## config.mk

```make
export PLATFORM = sky130hd
export DESIGN_NAME = el2_lsu_exc_pipe
export DESIGN_NICKNAME = d
export VERILOG_FILES = /design/src/rtl/el2_pkg.sv /design/src/rtl/el2_lsu_fault_hold.sv /design/src/rtl/el2_lsu_exc_pipe.sv
export SDC_FILE = /design/constraint.sdc
export NUM_CORES = 1
export LEC_CHECK = 0
export CAP_MARGIN = 20
export CORE_ASPECT_RATIO = 1.25
export CORE_UTILIZATION = 35
export DETAILED_ROUTE_END_ITERATION = 10
export PLACE_DENSITY = 0.65
export SLEW_MARGIN = 20
export SYNTH_ARGS = -nofsm -noshare
export SYNTH_HDL_FRONTEND = slang
export SYNTH_SLANG_ARGS = --single-unit
```

## constraint.sdc

```tcl
create_clock -name clk -period 6.8 [get_ports clk]
set_input_delay 1.36 -clock clk [delete_from_list [all_inputs] [get_ports clk]]
set_output_delay 1.36 -clock clk [all_outputs]
set_load 0.005 [all_outputs]
```

## src/rtl/el2_pkg.sv

```systemverilog
// Shared types and constants for the LSU exception pipe.
package el2_pkg;

    typedef struct packed {
        logic DCCM_ENABLE;
    } el2_param_t;

    localparam el2_param_t EL2_PARAM_DEFAULT = '{DCCM_ENABLE: 1'b1};

    typedef struct packed {
        logic fast_int;
        logic valid;
        logic load;
        logic store;
        logic dma;
    } el2_lsu_pkt_t;

    typedef struct packed {
        logic        exc_valid;
        logic        inst_type;
        logic        exc_type;
        logic [3:0]  mscause;
        logic [31:0] addr;
    } el2_lsu_error_pkt_t;

    // Payload carried alongside the stage valid bits.
    typedef struct packed {
        logic        store;
        logic        fast_int;
        logic        access;
        logic        misaligned;
        logic        fir_dccm;
        logic        fir_nondccm;
        logic [3:0]  mscause;
        logic [31:0] addr;
    } el2_lsu_stage_t;

    localparam logic [1:0] FIR_NONE    = 2'b00;
    localparam logic [1:0] FIR_DCCM    = 2'b01;
    localparam logic [1:0] FIR_NONDCCM = 2'b10;
    localparam logic [1:0] FIR_ECC     = 2'b11;

endpackage

```

## src/rtl/el2_lsu_fault_hold.sv

```systemverilog
// Sticky first-fault record with a saturating count of faults dropped while full.
module el2_lsu_fault_hold (
    input  logic        clk,
    input  logic        rst_l,
    input  logic        fault_valid,
    input  logic        fault_type,
    input  logic [3:0]  fault_mscause,
    input  logic [31:0] fault_addr,
    input  logic        hold_ack,
    output logic        hold_valid,
    output logic        hold_type,
    output logic [3:0]  hold_mscause,
    output logic [31:0] hold_addr,
    output logic [3:0]  drop_cnt
);

    logic        valid_reg, valid_next;
    logic [3:0]  cnt_reg, cnt_next;
    logic        type_reg;
    logic [3:0]  mscause_reg;
    logic [31:0] addr_reg;
    logic        load;

    // An ack frees the record in the same cycle, so a coincident fault is captured.
    assign load = fault_valid & (~valid_reg | hold_ack);

    always_comb begin
        valid_next = valid_reg;
        cnt_next   = cnt_reg;
        if (load) begin
            valid_next = 1'b1;
            cnt_next   = 4'd0;
        end else if (hold_ack) begin
            valid_next = 1'b0;
            cnt_next   = 4'd0;
        end else if (fault_valid && valid_reg && cnt_reg != 4'hF) begin
            cnt_next = cnt_reg + 4'd1;
        end
    end

    always_ff @(posedge clk or negedge rst_l) begin
        if (!rst_l) begin
            valid_reg <= 1'b0;
            cnt_reg   <= 4'd0;
        end else begin
            valid_reg <= valid_next;
            cnt_reg   <= cnt_next;
        end
    end

    always_ff @(posedge clk) begin
        if (load) begin
            type_reg    <= fault_type;
            mscause_reg <= fault_mscause;
            addr_reg    <= fault_addr;
        end
    end

    assign hold_valid   = valid_reg;
    assign hold_type    = valid_reg & type_reg;
    assign hold_mscause = valid_reg ? mscause_reg : 4'd0;
    assign hold_addr    = valid_reg ? addr_reg : 32'd0;
    assign drop_cnt     = cnt_reg;

endmodule

```

## src/rtl/el2_lsu_exc_pipe.sv

```systemverilog
// d->m->r pipeline carrying LSU address faults to the r-stage error packet,
// fast-interrupt error code and sticky fault record.
module el2_lsu_exc_pipe
    import el2_pkg::*;
#(
    parameter el2_param_t pt = EL2_PARAM_DEFAULT
) (
    input  logic               clk,
    input  logic               rst_l,
    input  el2_lsu_pkt_t       lsu_pkt_d,
    input  logic               access_fault_d,
    input  logic               misaligned_fault_d,
    input  logic [3:0]         exc_mscause_d,
    input  logic               fir_dccm_access_error_d,
    input  logic               fir_nondccm_access_error_d,
    input  logic [31:0]        start_addr_d,
    input  logic               flush_m_up,
    input  logic               flush_r,
    input  logic               fir_ecc_error_r,
    input  logic               hold_ack,
    output el2_lsu_error_pkt_t lsu_error_pkt_r,
    output logic [1:0]         lsu_fir_error_r,
    output logic               hold_valid,
    output logic               hold_type,
    output logic [3:0]         hold_mscause,
    output logic [31:0]        hold_addr,
    output logic [3:0]         hold_drop_cnt
);

    logic           m_valid_reg, m_valid_next;
    logic           r_valid_reg, r_valid_next;
    el2_lsu_stage_t stage_d, m_stage_reg, r_stage_reg;
    logic           exc_valid;
    logic           fir_active;
    logic           unused_load;

    assign unused_load = lsu_pkt_d.load;

    assign stage_d = '{
        store:       lsu_pkt_d.store,
        fast_int:    lsu_pkt_d.fast_int,
        access:      access_fault_d,
        misaligned:  misaligned_fault_d,
        fir_dccm:    fir_dccm_access_error_d,
        fir_nondccm: fir_nondccm_access_error_d,
        mscause:     exc_mscause_d,
        addr:        start_addr_d
    };

    assign m_valid_next = lsu_pkt_d.valid & ~lsu_pkt_d.dma & ~flush_m_up;
    assign r_valid_next = m_valid_reg & ~flush_m_up;

    always_ff @(posedge clk or negedge rst_l) begin
        if (!rst_l) begin
            m_valid_reg <= 1'b0;
            r_valid_reg <= 1'b0;
        end else begin
            m_valid_reg <= m_valid_next;
            r_valid_reg <= r_valid_next;
        end
    end

    // Payload is only meaningful under its valid, so it carries no reset.
    always_ff @(posedge clk) begin
        if (m_valid_next) m_stage_reg <= stage_d;
        if (r_valid_next) r_stage_reg <= m_stage_reg;
    end

    assign exc_valid = r_valid_reg & (r_stage_reg.access | r_stage_reg.misaligned) & ~flush_r;

    always_comb begin
        lsu_error_pkt_r = '0;
        if (exc_valid) begin
            lsu_error_pkt_r.exc_valid = 1'b1;
            lsu_error_pkt_r.inst_type = r_stage_reg.store;
            lsu_error_pkt_r.exc_type  = r_stage_reg.misaligned;
            lsu_error_pkt_r.mscause   = r_stage_reg.mscause;
            lsu_error_pkt_r.addr      = r_stage_reg.addr;
        end
    end

    assign fir_active = r_valid_reg & r_stage_reg.fast_int & ~flush_r;

    always_comb begin
        lsu_fir_error_r = FIR_NONE;
        if (fir_active) begin
            if (fir_ecc_error_r)
                lsu_fir_error_r = FIR_ECC;
            else if (pt.DCCM_ENABLE && r_stage_reg.fir_dccm)
                lsu_fir_error_r = FIR_DCCM;
            else if (r_stage_reg.fir_nondccm)
                lsu_fir_error_r = FIR_NONDCCM;
        end
    end

    el2_lsu_fault_hold u_fault_hold (
        .clk           (clk),
        .rst_l         (rst_l),
        .fault_valid   (exc_valid),
        .fault_type    (r_stage_reg.misaligned),
        .fault_mscause (r_stage_reg.mscause),
        .fault_addr    (r_stage_reg.addr),
        .hold_ack      (hold_ack),
        .hold_valid    (hold_valid),
        .hold_type     (hold_type),
        .hold_mscause  (hold_mscause),
        .hold_addr     (hold_addr),
        .drop_cnt      (hold_drop_cnt)
    );

endmodule
```

==> impl_results.md <==
- First-pass GRT wire length: 13.66 mm
- Vias per cell: 4.568
- Leakage: 2.377 nW
- 1st-iter DRT viols: 78
- Worst slew pin tran: 0.5882 ns
- Detailed Place HPWL: 5.824 mm
- Peak Freq: 222.7 MHz
- Synth Warn #: 0
- Post-Route WL: 8.643 mm
- Largest net degree at the start of global routing: 45
- Placer Congestion: 0.7182
- CTS tree: yes
- Place WS: 2.313 ns
- Tcrit/Tclk final: 0.6604
- Fin crit period: 4.491 ns
- Slew margin rel.: 0.6079
- Worst Hold Class: reg -> reg
- Pwr Density: 263.7 mW/mm^2
- Die H: 129.7 um
- Setup tns final: 0 ns
- Die Wd: 104.2 um
- Vias: 2,622
- Top Layer Used: met4
- Post-synthesis sequential area ratio: 0.8342
- Startpoint Class: primary input
- CP Capture Type: primary output
- # setup viols final: 0
- Congestion Overflow GR: 0
- N_diodes: 0
- Post-Route Skew: 0.005832 ns
- P&R area growth vs syn: 45.55%
- Die Footprint: 0.01351 mm^2
- Max Slew Vio Count: 0
- Remaining DRCs: 0
- FF+latch count, synth: 128
- I/O Buffers: 132
- Aggregate global-route resource usage: 0.1365
- Num CTS Buffers: 17
- CTS Buffer Depth: 2
- Clock-pin slew on the worst setup and hold paths: 0.05 ns
- Syn Inst Count: 253
- Post-Syn Nets: 305
- Final worst setup slack: 2.309 ns
- Antenna violations before repair: 0
- CTS Root Cell: clkbuf_16
- Met2 wire length: 4.724 mm
- Power, Total: 0.001753 W
- Status: finished, final reports clean
- DR pass1 iterations: 4
- Required time of the worst setup path: 5.44 ns
- Nets: 448
- RSZ-0062 raised after global routing: no
- Core box area: 0.01272 mm^2
- Postcts setup bufs: 0
- Clk sinks: 128
- Vias in the first global route: 2,707
- Max FO, Critical Path: 42
- Clock H-tree levels: 4
- Max Cap Violations: 0
- Antenna Nets Post-Route: 0
- # hold bufs at CTS: 0
- Hold Fails Final Rpt: 0
- Wl on met1: 3.176 mm
- Synth cell types: 30
- DR WL/cell: 15.06 um
- Layout cells sized above 1: 0.08374
- Peak supply drop: 136.6 uV
- Post-CTS resize count: 0
- Synthesized cell area: 0.004566 mm^2
- WHS: 0.4125 ns
- Initial core utilization: 0.3589
- DR WL met3: 461 um
- Clk Latency, worst-skew pair: 0.40 ns
- Setup CP Type: in -> out
- Synth Area per Inst: 18.05 um^2
- Core Rows: 46
- CP arrival: 3.13 ns
- Num ports: 134
## cell families after synthesis
logic type / share of synthesized area
buf+inv: 0.01233
fa+ha+maj: 0.002740
simple gates: 0.1365
flops: 0.8342
compound gates: 0.01425
## area by class of cell
class / instances / area [um^2]
tap: 168 / 210.2
fill: 1101 / 6075
inverter: 1 / 3.754
sequential: 128 / 3810
clock buffer: 20 / 436.7
timing repair buffer: 137 / 1371
multi-input combinational: 111 / 718.2
clock inverter: 9 / 95.09
## layout by cell type (no fill, tap or decap), types with 2 or more instances in the layout
master             n
clkinv_1           3
clkbuf_1           3
nor2_1             5
clkdlybuf4s50_1  132
and3_1            37
nor2b_1            2
buf_4              4
edfxtp_1         121
or2_1              2
clkinv_2           3
o31ai_1            2
dfrtp_1            6
nand4_1            2
bufinv_16          2
clkbuf_16         17
nand2_1            3
a21oi_1            3
and2_1            38
## report_power, final
| part | switching (W) | internal, W |
|---|---|---|
| sequential | 0.00000496 | 0.000878 |
| clock | 0.000288 | 0.000527 |
| combinational | 0.0000181 | 0.0000367 |
## cell usage after synthesis
| cell | number | share of area |
|---|---|---|
| edfxtp_1 | 121 | 0.80 |
| and2_1 | 38 | 0.052 |
| and3_1 | 37 | 0.051 |
| clkbuf_1 | 12 | 0.0099 |
| dfrtp_1 | 7 | 0.038 |
| nor2_1 | 5 | 0.0041 |
| a21oi_1 | 3 | 0.0033 |
| nand2_1 | 3 | 0.0025 |
| nor2b_1 | 3 | 0.0041 |
| nand4_1 | 2 | 0.0027 |
| o31ai_1 | 2 | 0.0033 |
| or2_1 | 2 | 0.0027 |
| a211oi_1 | 1 | 0.0016 |
| a31oi_1 | 1 | 0.0014 |
| and2b_1 | 1 | 0.0016 |
| and4_4 | 1 | 0.0025 |
| buf_4 | 1 | 0.0016 |
| ha_1 | 1 | 0.0027 |
| inv_1 | 1 | 0.00082 |
| nand2b_1 | 1 | 0.0014 |
| nand2b_4 | 1 | 0.0030 |
| nand3_1 | 1 | 0.0011 |
| nand4b_1 | 1 | 0.0019 |
| nor3_1 | 1 | 0.0011 |
| nor3b_1 | 1 | 0.0016 |
| o211ai_1 | 1 | 0.0016 |
| o21ai_0 | 1 | 0.0011 |
| o221ai_1 | 1 | 0.0019 |
| or2b_1 | 1 | 0.0016 |
| or4_1 | 1 | 0.0016 |
## through the flow
step | area [um^2] | util | cells
after floorplan | 4566 | - | 253
after global placement | 6092 | 0.4789 | 544
after detailed placement | 6112 | 0.4805 | 545
after CTS | 6644 | 0.5223 | 574
after global routing | 6645 | 0.5224 | 574
final | 6645 | 0.5224 | 574
## critical path, stage by stage
cell and delay [ns]:
clkdlybuf4s50_1 0.44, and2b_1 0.21, buf_4 0.34, and3_1 0.25, clkdlybuf4s50_1 0.52
## routing by layer
layer / GRT usage / vias to the layer above
met5: 0 / -
met3: 0.03896 / 21
met1: 0.1381 / 1267
met4: 0.08908 / 0
li1: - / 1239
met2: 0.2482 / 95
## worst paths after layout
path / start / to / slack, ns / cells after the start
max in group asynchronous: rst_l / u_fault_hold.hold_valid / 5.31 / 1
worst max register to register: u_fault_hold.hold_valid / u_fault_hold.addr_reg[18] / 4.94 / 3
min in group asynchronous: rst_l / u_fault_hold.drop_cnt[2] / 1.22 / 1
worst min register to register: m_stage_reg[11] / r_stage_reg[11] / 0.41 / 0
worst max-delay path: flush_r / lsu_error_pkt_r[19] / 2.31 / 5
worst min-delay path: m_stage_reg[11] / r_stage_reg[11] / 0.41 / 0
(Power assumes the default switching activity.)
